`config.mk`:
```
export PLATFORM = sky130hd
export DESIGN_NAME = uart_cmd_parser
export DESIGN_NICKNAME = d
export VERILOG_FILES = /design/src/rtl/uart_cmd_parser.sv
export SDC_FILE = /design/constraint.sdc
export NUM_CORES = 1
export LEC_CHECK = 0
export ABC_CLOCK_PERIOD_IN_PS = 2100
export BUFFER_PORTS_ARGS = -buffer_cell sky130_fd_sc_hd__buf_2
export CAP_MARGIN = 20
export CORE_ASPECT_RATIO = 1.1
export CORE_MARGIN = 2
export CORE_UTILIZATION = 30
export DETAILED_ROUTE_END_ITERATION = 16
export PLACE_DENSITY = 0.55
export SYNTH_ARGS = -nofsm -noshare
export SYNTH_HDL_FRONTEND = slang
export SYNTH_SLANG_ARGS = --single-unit
```
`constraint.sdc`:
```
create_clock -name clk -period 2.1 [get_ports clk]
set_input_delay 0.105 -clock clk [delete_from_list [all_inputs] [get_ports clk]]
set_output_delay 0.105 -clock clk [all_outputs]
set_load 0.05 [all_outputs]
```
`src/rtl/uart_cmd_parser.sv`:
```
// uart_cmd_parser: decodes 2/3-byte commands from a UART byte stream into
// trigger-level, vector-control and trigger-enable registers, and answers
// each completed command with a single ACK or NAK byte.
//
// state   | meaning
// --------+--------------------------------------------------------------
// IDLE    | waiting for a header byte (53 trig, A5 vctr, 5C enable)
// GET_CH  | waiting for the channel index byte
// GET_VAL | waiting for the value byte; applies the command on accept
// RESP    | holding tx_valid/tx_data until the transmitter takes the byte
module uart_cmd_parser #(
  parameter int          TIMEOUT_CYC = 12000,
  parameter logic [7:0]  ACK_BYTE    = 8'h06,
  parameter logic [7:0]  NAK_BYTE    = 8'h15
) (
  input  logic       clk,
  input  logic       rst,
  input  logic [7:0] rx_data,
  input  logic       rx_valid,
  input  logic       rx_err,
  input  logic       tx_ready,
  output logic [7:0] tx_data,
  output logic       tx_valid,
  output logic [7:0] trigout_ch0,
  output logic [7:0] trigout_ch1,
  output logic [7:0] trigout_ch2,
  output logic [7:0] trigout_ch3,
  output logic [7:0] vctrout_ch0,
  output logic [7:0] vctrout_ch1,
  output logic [7:0] vctrout_ch2,
  output logic [7:0] vctrout_ch3,
  output logic       trig_en,
  output logic       busy,
  output logic       cmd_done,
  output logic [7:0] err_cnt
);

  localparam logic [1:0] IDLE    = 2'd0;
  localparam logic [1:0] GET_CH  = 2'd1;
  localparam logic [1:0] GET_VAL = 2'd2;
  localparam logic [1:0] RESP    = 2'd3;

  localparam logic [7:0] HDR_TRIG = 8'h53;
  localparam logic [7:0] HDR_VCTR = 8'hA5;
  localparam logic [7:0] HDR_EN   = 8'h5C;

  localparam logic [1:0] CMD_TRIG = 2'd0;
  localparam logic [1:0] CMD_VCTR = 2'd1;
  localparam logic [1:0] CMD_EN   = 2'd2;

  // A width of at least one bit keeps degenerate TIMEOUT_CYC values legal.
  localparam int          TW       = (TIMEOUT_CYC > 1) ? $clog2(TIMEOUT_CYC) : 1;
  localparam logic [TW-1:0] TMO_LAST = TW'(TIMEOUT_CYC - 1);

  logic [1:0]      state_q, state_d;
  logic [1:0]      cmd_q, cmd_d;
  logic [7:0]      ch_q, ch_d;
  logic [TW-1:0]   tmo_q, tmo_d;
  logic [3:0][7:0] trig_q, trig_d;
  logic [3:0][7:0] vctr_q, vctr_d;
  logic            trig_en_q, trig_en_d;
  logic [7:0]      tx_data_q, tx_data_d;
  logic            tx_valid_q, tx_valid_d;
  logic            cmd_done_q, cmd_done_d;
  logic [7:0]      err_cnt_q, err_cnt_d;
  logic            err_inc;

  // Next-state, register-update and error-event decode.
  always_comb begin
    state_d    = state_q;
    cmd_d      = cmd_q;
    ch_d       = ch_q;
    tmo_d      = '0;
    trig_d     = trig_q;
    vctr_d     = vctr_q;
    trig_en_d  = trig_en_q;
    tx_data_d  = tx_data_q;
    tx_valid_d = tx_valid_q;
    cmd_done_d = 1'b0;
    err_inc    = 1'b0;

    case (state_q)
      IDLE: begin
        if (rx_err) begin
          err_inc = 1'b1;
        end else if (rx_valid) begin
          case (rx_data)
            HDR_TRIG: begin cmd_d = CMD_TRIG; state_d = GET_CH; end
            HDR_VCTR: begin cmd_d = CMD_VCTR; state_d = GET_CH; end
            HDR_EN:   begin cmd_d = CMD_EN; ch_d = 8'h00; state_d = GET_VAL; end
            default:  err_inc = 1'b1;
          endcase
        end
      end

      GET_CH: begin
        if (rx_err) begin
          err_inc = 1'b1;
          state_d = IDLE;
        end else if (rx_valid) begin
          ch_d    = rx_data;
          state_d = GET_VAL;
        end else if (tmo_q == TMO_LAST) begin
          err_inc = 1'b1;
          state_d = IDLE;
        end else begin
          tmo_d = tmo_q + TW'(1);
        end
      end

      GET_VAL: begin
        if (rx_err) begin
          err_inc = 1'b1;
          state_d = IDLE;
        end else if (rx_valid) begin
          state_d    = RESP;
          tx_valid_d = 1'b1;
          if (cmd_q == CMD_EN) begin
            trig_en_d  = rx_data[0];
            tx_data_d  = ACK_BYTE;
            cmd_done_d = 1'b1;
          end else if (ch_q[7:2] != 6'd0) begin
            tx_data_d = NAK_BYTE;
            err_inc   = 1'b1;
          end else begin
            if (cmd_q == CMD_TRIG) trig_d[ch_q[1:0]] = rx_data;
            else                   vctr_d[ch_q[1:0]] = rx_data;
            tx_data_d  = ACK_BYTE;
            cmd_done_d = 1'b1;
          end
        end else if (tmo_q == TMO_LAST) begin
          err_inc = 1'b1;
          state_d = IDLE;
        end else begin
          tmo_d = tmo_q + TW'(1);
        end
      end

      default: begin
        // RESP: bytes are dropped; line errors do not disturb the response.
        if (rx_valid) err_inc = 1'b1;
        if (tx_valid_q && tx_ready) begin
          tx_valid_d = 1'b0;
          state_d    = IDLE;
        end
      end
    endcase

    err_cnt_d = (err_inc && (err_cnt_q != 8'hFF)) ? err_cnt_q + 8'd1 : err_cnt_q;
  end

  // State and output registers with synchronous reset.
  always_ff @(posedge clk) begin
    if (rst) begin
      state_q    <= IDLE;
      cmd_q      <= CMD_TRIG;
      ch_q       <= 8'h00;
      tmo_q      <= '0;
      trig_q     <= '0;
      vctr_q     <= '0;
      trig_en_q  <= 1'b0;
      tx_data_q  <= 8'h00;
      tx_valid_q <= 1'b0;
      cmd_done_q <= 1'b0;
      err_cnt_q  <= 8'h00;
    end else begin
      state_q    <= state_d;
      cmd_q      <= cmd_d;
      ch_q       <= ch_d;
      tmo_q      <= tmo_d;
      trig_q     <= trig_d;
      vctr_q     <= vctr_d;
      trig_en_q  <= trig_en_d;
      tx_data_q  <= tx_data_d;
      tx_valid_q <= tx_valid_d;
      cmd_done_q <= cmd_done_d;
      err_cnt_q  <= err_cnt_d;
    end
  end

  assign trigout_ch0 = trig_q[0];
  assign trigout_ch1 = trig_q[1];
  assign trigout_ch2 = trig_q[2];
  assign trigout_ch3 = trig_q[3];
  assign vctrout_ch0 = vctr_q[0];
  assign vctrout_ch1 = vctr_q[1];
  assign vctrout_ch2 = vctr_q[2];
  assign vctrout_ch3 = vctr_q[3];
  assign trig_en     = trig_en_q;
  assign tx_data     = tx_data_q;
  assign tx_valid    = tx_valid_q;
  assign cmd_done    = cmd_done_q;
  assign err_cnt     = err_cnt_q;
  assign busy        = (state_q != IDLE);

endmodule

```
==> qor.csv, run 1 <==
metric,value,unit
CP max FO,8,
clock-pin slew on the worst setup and hold paths,0.07,ns
Min-Delay Endpoint,trigout_ch1[4],
power per cell area,717,nW/um2
Num Clock Sinks,104,
CTS tree,yes,
via count,3860,
initial DRC count,235,
unrepaired setup endpoints after global routing,yes,
max-cap violations,0,
Synth warnings,0,
Setup Viol. Count Final,0,
Vias/cell,4.67,
final hold violations,0,
Total GRT Usage,0.156,
Hold/Removal Path Class,in -> reg,
worst vdd ir,470,uV
die area,15300,um2
Synth cell types,48,
Routed WL per cell,14.2,um
NetSw,901,uW
Slew Limit Fails,0,
top area cells in the synthesized netlist,"dfxtp_1, nand2_1, a21oi_1, nor2_1, mux2i_1",
R2R Path Start,ch_q[4],
sequential share of power,0.497,
Worst setup SP type,flip-flop,
Comb power frac,0.045,
Port Buffers,92,
largest net degree at the start of global routing,79,
Final min period,2.01,ns
Mean Syn Cell Area,8.22,um2
Rel. slew slack,0.634,
"Seq/Total Area, Yosys",0.483,
ys async rst share,0,
1st-pass router iterations,4,
FF-to-FF path depth,7,
Post-Synth Simple-Gate Area,0.281,
leading area contributor after synthesis,dfxtp_1,
CP Class,reg -> reg,
mapped cell area,4310,um2
Synth Flop Type,dfxtp_1,
Top Ports,97,
vias in the first global route,3733,
Fmax achieved,0.498,GHz
required time worst endpoint,2.33,ns
LEAKAGE,2.22,nW
combinational family with the most area after synthesis,simple AND/OR/NAND/NOR gates,
TNS Setup,0,ns
element type at the critical path end,flip-flop,
placed cells,809,
Initial Util,0.310,
"EDFF count, synth",0,
fraction of the mapped netlist area in adder cells,0.0174,
core area,13900,um2
# fillers,1478,
post-synth top area share,0.483,
compound-cell area share of the yosys netlist,0.122,
share of cells above drive strength 1,0.264,
post-layout util,0.400,
Final Cycle Share,0.957,
ANT nets after route,0,
Post-DP HPWL,8410,um
FF+latch area,2090,um2
reg-to-reg endpoint,trigout_ch0[2],
Residual DRC,0,
WP data arrival,2.24,ns
initial antenna violation count,0,
cts bufs inserted,9,
num rows,45,
internal power,3.09,mW
synthesized instance count,524,
Detailed Route WL,11700,um
RePlAce Congestion,0.798,
Area Overhead vs Synth,29.2,%
Hold Startpoint,rx_data[4],
Sw Share,0.226,
first-pass GRT wire length,19100,um
flop-to-flop setup slack,0.09,ns
Synth Register Bits,104,
Longest Clk Path Bufs,2,
Final nets,653,
Hold Slack,0.0822,ns
Clk network pwr share,0.458,
Antenna Diode Count,0,
area of the multi-input gates,2160,um2
hold path depth,3,
worst slew pin tran,0.545,ns
Final Non-Filler Cells,827,
outcome,finished clean,
mux cell area share after synthesis,0.0337,
Worst-Skew Late Latency,0.35,ns
Die Span Y,130,um
Die Wd,118,um
clock skew,0.00589,ns
Post-Synth XOR/XNOR Area,0.0244,
GRT overflow,0,
clk root buf,clkbuf_16,
H-tree Lvls,3,
==> worst max-delay path, cell delays in order (launching register included) <==
cell and delay, ns:
dfxtp_2 0.34, nor4_4 0.34, nand2_1 0.11, or4_4 0.48, nor3_4 0.22, buf_12 0.16
mux2i_1 0.20, nor2_1 0.05
==> layout by cell type (no fill, tap or decap), types with 2 or more instances in the layout <==
master and count:
nand2_1 137, dfxtp_1 101, buf_2 92, a21oi_1 67, nor2_1 54, buf_4 32, nand3_1 11, nor2b_1 10
mux2i_1 10, a22oi_1 9, clkbuf_16 9, xor2_1 8, and2_1 7, nand2b_1 5, and3_1 5, xnor2_1 4
nor3_1 4, and4bb_2 4, nand4_1 4, conb_1 4, inv_1 3, a211oi_1 3, and4_1 3, mux2_2 3
ha_1 3, inv_2 2, nor4_4 2, nor4_1 2, a41oi_1 2, o21ai_0 2, ha_4 2, dfxtp_2 2
bufinv_16 2, inv_8 2, buf_12 2
==> registers in the layout, indices dropped and copies added, names as in the netlist <==
register / cells
vctrout_ch0: 8
err_cnt: 8
tx_data: 3
ch_q: 8
vctrout_ch1: 8
tmo_q: 14
vctrout_ch3: 8
trigout_ch0: 8
tx_valid: 1
trigout_ch3: 8
vctrout_ch2: 8
cmd_q: 2
state_q: 2
trigout_ch2: 8
trigout_ch1: 8
trig_en: 1
cmd_done: 1
==> timing repair <==
action / 4_1_cts / 5_1_grt
setup buffers: 0 / 2
pin swaps: 0 / 6
setup endpoints to repair: 3 / 12
hold buffers: 0 / 0
resized for setup: 4 / 14
==> synthesized netlist by cell type (all sizes together) (2+ instances only) <==
library cell,instances
a211oi,4
a21oi,67
a22oi,9
a41oi,2
and2,9
and3,5
and4,4
and4bb,4
buf,15
clkbuf,15
dfxtp,104
ha,6
inv,5
mux2,4
mux2i,10
nand2,137
nand2b,5
nand3,11
nand4,4
nor2,54
nor2b,10
nor3,5
nor4,4
nor4bb,2
o21ai,3
or4,2
xnor2,4
xor2,8
==> logic make-up (layout without fill, tap and decap cells) <==
| logic type | Yosys count | after routing |
|---|---|---|
| and+or+nand+nor | 260 | 260 |
| DFF | 104 | 104 |
| AOI/OAI and AO/OA | 92 | 92 |
| buffers and inverters | 35 | 147 |
| muxes | 14 | 14 |
| xor gates and xnor gates | 12 | 12 |
| adders and majority gates | 6 | 6 |
| other | 1 | 4 |
==> power groups by stage <==
stage                     logic, mW  clock network, mW  registers (mW)
after floorplan              0.0986                  0            2.05
after detailed placement      0.177                  0            2.03
after CTS                     0.178               1.90            1.98
after global routing          0.193               1.99            1.98
after global placement        0.175                  0            2.03
final                         0.180               1.83            1.98
==> final cells by class <==
class	instances	area share
multi-input combinational	388	0.387
tap	188	0.0423
sequential	104	0.375
inverter	5	0.00337
clock inverter	6	0.0178
timing repair buffer	126	0.133
clock buffer	10	0.0411
==> worst max path at each step <==
stage	from	slack, ns	to	cells past startpoint
2_1_floorplan	tmo_q[0]	0.005	err_cnt[3]	8
6_report	ch_q[4]	0.09	trigout_ch0[2]	7
3_3_place_gp	state_q[1]	0.02	err_cnt[3]	8
3_5_place_dp	state_q[1]	-0.12	err_cnt[3]	8
4_1_cts	tmo_q[1]	0.002	err_cnt[3]	7
5_1_grt	ch_q[4]	-0.004	trigout_ch0[7]	7
==> layer usage <==
layer / vias up / GRT usage / part of all wire
met2: 89 / 0.273 / 0.49
met5: - / 0 / 0
li1: 1976 / - / -
met3: 6 / 0.0428 / 0.057
met1: 1789 / 0.191 / 0.44
met4: 0 / 0.0383 / 0.0058
==> metrics by stage <==
| stage | setup slack (ns) | cell area, um2 | total power, mW |
|---|---|---|---|
| 5_1_grt | -0.00364 | 5570 | 4.17 |
| 3_3_place_gp | 0.0233 | 5140 | 2.21 |
| 2_1_floorplan | 0.00488 | 4330 | 2.15 |
| 6_report | 0.0913 | 5570 | 3.99 |
| 4_1_cts | 0.00239 | 5490 | 4.07 |
| 3_5_place_dp | -0.119 | 5140 | 2.21 |
Note: power is estimated with default switching activity, not from simulation.
==> run 2, diff against run 1 <==
--- a/config.mk
+++ b/config.mk
@@ -9,7 +9,7 @@
 export BUFFER_PORTS_ARGS = -buffer_cell sky130_fd_sc_hd__buf_2
 export CAP_MARGIN = 20
 export CORE_ASPECT_RATIO = 1.1
-export CORE_MARGIN = 2
+export CORE_MARGIN = 4
 export CORE_UTILIZATION = 30
 export DETAILED_ROUTE_END_ITERATION = 16
 export PLACE_DENSITY = 0.55
==> run 2 against run 1 <==
- worst hold slack worse by 0.025 ns
- cell count unchanged
- clock-buffer cell count unchanged
- total power grew 1.3%
- first-iteration DRC count decreased by 2.1%
- global-route usage shrank 1.0 points
- die area is 6.6% higher
- sequential share of layout area fell by 0.20 points
- via count increased by 0.47%
- combinational power up 4%
- critical path depth rose by 1
==> qor.csv, run 2 (synthesis results as in run 1) <==
metric,value,unit,change
largest net degree at the start of global routing,87,,+10%
Area Overhead vs Synth,29.7,%,
Post-DP HPWL,8700,um,+3.5%
initial antenna violation count,0,,unchanged
die area,16300,um2,+6.6%
Longest Clk Path Bufs,2,,unchanged
Final Cycle Share,0.950,,-0.00606
Fmax achieved,0.501,GHz,+0.64%
Final min period,2.00,ns,-0.0127 ns
first-pass GRT wire length,18900,um,-0.94%
Port Buffers,92,,unchanged
Final nets,653,,unchanged
Residual DRC,0,,unchanged
Total GRT Usage,0.146,,-0.0101
Die Span Y,134,um,+3.1%
Worst-Skew Late Latency,0.35,ns,about the same
final hold violations,0,,unchanged
Top Ports,97,,unchanged
Hold/Removal Path Class,in -> reg,,
Detailed Route WL,12000,um,+1.9%
power per cell area,724,nW/um2,+0.88%
placed cells,811,,+0.25%
Largest Register,tmo_q,,
RePlAce Congestion,0.819,,+2.5%
element type at the critical path end,flip-flop,,
postcts setup bufs,0,,unchanged
unrepaired setup endpoints after global routing,yes,,
pre-CTS WS,-0.0760,ns,+0.0428 ns
clock skew,0.00581,ns,-0.0000734 ns
"commonest non-fill, non-tap cells in the layout","nand2_1, dfxtp_1, buf_2, a21oi_1, nor2_1",,
final worst slack,0.104,ns,+0.0127 ns
Worst setup SP type,flip-flop,,
share of cells above drive strength 1,0.269,,+0.00469
outcome,finished clean,,
required time worst endpoint,2.33,ns,about the same
clk root buf,clkbuf_16,,
CP Class,reg -> reg,,
worst slew pin tran,0.585,ns,+0.0393 ns
area of the multi-input gates,2170,um2,+0.87%
initial DRC count,230,,-2.1%
cts bufs inserted,9,,unchanged
num rows,45,,unchanged
post-layout util,0.400,,about the same
core area,14000,um2,+0.40%
GRT overflow,0,,unchanged
vias in the first global route,3664,,-1.8%
worst vdd ir,356,uV,-24%
# fillers,1476,,-0.14%
Routed WL per cell,14.5,um,+1.9%
max-cap violations,0,,unchanged
"commonest non-fill, non-tap cell in the layout",nand2_1,,
H-tree Lvls,3,,unchanged
Slew Limit Fails,0,,unchanged
Rel. slew slack,0.609,,-0.0252
Initial Util,0.309,,-0.00125
CTS tree,yes,,
Setup Viol. Count Final,0,,unchanged
ANT nets after route,0,,unchanged
1st-pass router iterations,4,,unchanged
via count,3878,,+0.47%
LEAKAGE,2.23,nW,+0.34%
Die Wd,122,um,+3.4%
Num Clock Sinks,104,,unchanged
CP max FO,8,,unchanged
Vias/cell,4.69,,+0.47%
Largest register FFs,14,,unchanged
Antenna Diode Count,0,,unchanged
Final Non-Filler Cells,827,,unchanged
FF+latch area,2090,um2,-0.12%
WP data arrival,2.22,ns,-0.02 ns
clock-pin slew on the worst setup and hold paths,0.07,ns,about the same
## run 2: cell counts in the layout (fill, tap and decap cells not counted)
Identical to the previous run, type by type.
## run 2: power by group
group / total [mW] / leakage (nW) / switching [mW] / internal [mW]
clock: 1.87 / 0.162 / 0.780 / 1.09
sequential: 1.98 / 0.839 / 0.00809 / 1.98
combinational: 0.187 / 1.23 / 0.132 / 0.0551
## run 2: worst paths after layout
kind / slack (ns) / start / end / cells past startpoint
setup / recovery: 0.10 / state_q[0] / trigout_ch0[3] / 8
hold reg to reg: 0.45 / trigout_ch3[6] / trigout_ch3[6] / 2
hold / removal: 0.06 / rx_data[3] / trigout_ch2[3] / 3
setup reg to reg: 0.10 / state_q[0] / trigout_ch0[3] / 8
## run 2: final cells by class
class | count | area share
flip-flops and latches | 104 | 0.373
repair buffers | 126 | 0.132
clock inverters | 6 | 0.0172
well taps | 188 | 0.0421
multi-input cells | 388 | 0.389
clock buffers | 10 | 0.0427
inverters | 5 | 0.00336
## run 2: per-layer routing
metal,GRT usage,up-vias,routed length [um]
met3,0.0263,16,501
met5,0,-,0
li1,-,1969,-
met4,0.0429,0,169
met2,0.246,88,5870
met1,0.189,1805,5410
## run 2: timing repair
item	CTS	global route
endpoints found under the setup margin	3	10
pin swaps	0	2
resized for setup	3	16
hold endpoints to repair	0	0
hold buffers	0	0
## run 2: critical path: stages (launching register included)
cell and delay [ns]:
dfxtp_1 0.31, inv_1 0.13, ha_2 0.24, nand2_1 0.13, or4_4 0.48, nor3_4 0.18, buf_12 0.16, mux2i_1 0.20
nor2_1 0.06
## run 2: metrics by stage
step	setup TNS [ns]	hold slack [ns]	instance area (um2)	power (mW)
2_1_floorplan	0	0.349	4330	2.15
3_3_place_gp	0	0.430	5160	2.21
3_5_place_dp	-0.118	0.431	5160	2.21
4_1_cts	0	0.0577	5510	4.09
5_1_grt	-0.0573	0.0708	5590	4.20
6_report	0	0.0574	5590	4.05
==> run 3, diff against run 2 <==
--- a/config.mk
+++ b/config.mk
@@ -11,6 +11,7 @@
 export CORE_ASPECT_RATIO = 1.1
 export CORE_MARGIN = 4
 export CORE_UTILIZATION = 30
+export CTS_BUF_LIST = sky130_fd_sc_hd__clkbuf_4 sky130_fd_sc_hd__clkbuf_8
 export DETAILED_ROUTE_END_ITERATION = 16
 export PLACE_DENSITY = 0.55
 export SYNTH_ARGS = -nofsm -noshare
==> run 3 against run 2 <==
- worst setup slack got worse by 0.0022 ns
- sequential power about the same
- critical path depth decreased by 2
- clock power decreased by 21%
- sequential share of layout area increased by 0.56 points
- utilization decreased by 0.52 points
- wire length increased by 0.30%
- total power decreased by 10%
- die area unchanged
- global-route usage decreased by 0.053 points
- maximum frequency decreased by 0.11%
- first-iteration DRC count increased by 13%
==> qor.csv, run 3 (synthesis results as in run 1) <==
metric,value,unit,change
Residual DRC,0,,unchanged
ANT nets after route,0,,unchanged
WP data arrival,2.28,ns,+0.06 ns
clock skew,0.00853,ns,+0.00272 ns
R2R Path Start,tmo_q[13],,
Initial Util,0.309,,unchanged
Port Buffers,92,,unchanged
power per cell area,659,nW/um2,-8.9%
Final nets,655,,+0.31%
# hold bufs at CTS,0,,unchanged
Top Ports,97,,unchanged
Routed WL per cell,14.5,um,about the same
Longest Clk Path Bufs,2,,unchanged
Worst setup SP type,flip-flop,,
worst vdd ir,273,uV,-23%
CP Class,reg -> reg,,
clk root buf,clkbuf_8,,
H-tree Lvls,3,,unchanged
final hold violations,0,,unchanged
Hold/Removal Path Class,in -> reg,,
"commonest non-fill, non-tap cells in the layout","nand2_1, dfxtp_1, buf_2, a21oi_1, nor2_1",,
Num Clock Sinks,104,,unchanged
RePlAce Congestion,0.819,,unchanged
1st-pass router iterations,5,,+1
vias in the first global route,3650,,-0.38%
Slew Limit Fails,0,,unchanged
element type at the critical path end,flip-flop,,
CP max FO,6,,-2
Die Span Y,134,um,unchanged
core area,14000,um2,unchanged
clock-pin slew on the worst setup and hold paths,0.10,ns,+0.03 ns
largest net degree at the start of global routing,87,,unchanged
max-cap violations,0,,unchanged
required time worst endpoint,2.38,ns,+0.05 ns
Final Cycle Share,0.952,,+0.00103
pre-CTS WS,-0.0760,ns,unchanged
Largest Register,tmo_q,,
Fmax achieved,0.500,GHz,-0.11%
Setup Viol. Count Final,0,,unchanged
final worst slack,0.102,ns,-0.00216 ns
num rows,45,,unchanged
Hold Startpoint,rx_data[3],,
CTS tree,yes,,
initial DRC count,260,,+13%
Total GRT Usage,0.145,,-0.000528
Die Wd,122,um,unchanged
GRT overflow,0,,unchanged
Final min period,2.00,ns,+0.00216 ns
Worst-Skew Late Latency,0.39,ns,+0.04 ns
Antenna Diode Count,0,,unchanged
Area Overhead vs Synth,28.0,%,
die area,16300,um2,unchanged
Vias/cell,4.71,,+0.50%
initial antenna violation count,0,,unchanged
"commonest non-fill, non-tap cell in the layout",nand2_1,,
via count,3907,,+0.75%
Post-DP HPWL,8700,um,unchanged
worst slew pin tran,0.587,ns,+0.00232 ns
Largest register FFs,14,,unchanged
share of cells above drive strength 1,0.276,,+0.00696
first-pass GRT wire length,18800,um,-0.44%
outcome,finished clean,,
TNS Setup,0,ns,unchanged
Rel. slew slack,0.606,,-0.00273
Worst setup startpoint,tmo_q[13],,
total power,3.64,mW,-10%
Detailed Route WL,12000,um,+0.30%
LEAKAGE,2.19,nW,-1.8%
cts bufs inserted,9,,unchanged
## run 3: cell count changes in the layout (fill, tap and decap cells not counted), sizes merged
cell / before / now
buf: 126 / 128
## run 3: cell type report
type / count / area [um2]
clock buffer: 10 / 138
inverter: 5 / 18.8
clock inverter: 6 / 96.3
fill: 1490 / 8450
multi-input combinational: 388 / 2180
timing repair buffer: 128 / 756
sequential: 104 / 2090
tap: 188 / 235
## run 3: final timing paths
check | cells after the start | end | slack, ns
min | 3 | trigout_ch2[3] | 0.01
max reg2reg | 6 | err_cnt[5] | 0.10
min reg2reg | 2 | vctrout_ch1[5] | 0.45
max | 6 | err_cnt[5] | 0.10
## run 3: per-stage QoR
stage               std cells  hold WS [ns]  utilization  instance area (um2)
finish                    829        0.0123        0.395                 5520
global route              829        0.0178        0.395                 5520
CTS                       827       0.00736        0.387                 5410
detailed placement        811         0.431        0.369                 5160
global placement          811         0.430        0.369                 5160
floorplan                 527         0.349            -                 4330
## run 3: what timing repair did
item / CTS / global route
buffers inserted: 0 / 2
endpoints found under the setup margin: 3 / 12
pin swaps: 0 / 5
gates resized for setup: 3 / 21
## run 3: power breakdown
part           internal [mW]  leakage, nW  switching [mW]
Clock                  0.721        0.115           0.746
Combinational         0.0551         1.24           0.132
Sequential              1.98        0.840         0.00785
Total                   2.75         2.19           0.886
## run 3: metal layers
| metal | up-vias | track usage | wire, um |
|---|---|---|---|
| met3 | 12 | 0.0263 | 599 |
| met1 | 1823 | 0.190 | 5440 |
| met4 | 0 | 0.0448 | 155 |
| met2 | 99 | 0.242 | 5800 |
| li1 | 1973 | - | - |
| met5 | - | 0 | 0 |
## run 3: critical path: stages, from the launching register on
cell and delay [ns]:
dfxtp_1 0.36, nor4bb_4 0.37, a41oi_2 0.17, o21bai_2 0.22, and2_4 0.17, nor3_1 0.24, mux2_2 0.36
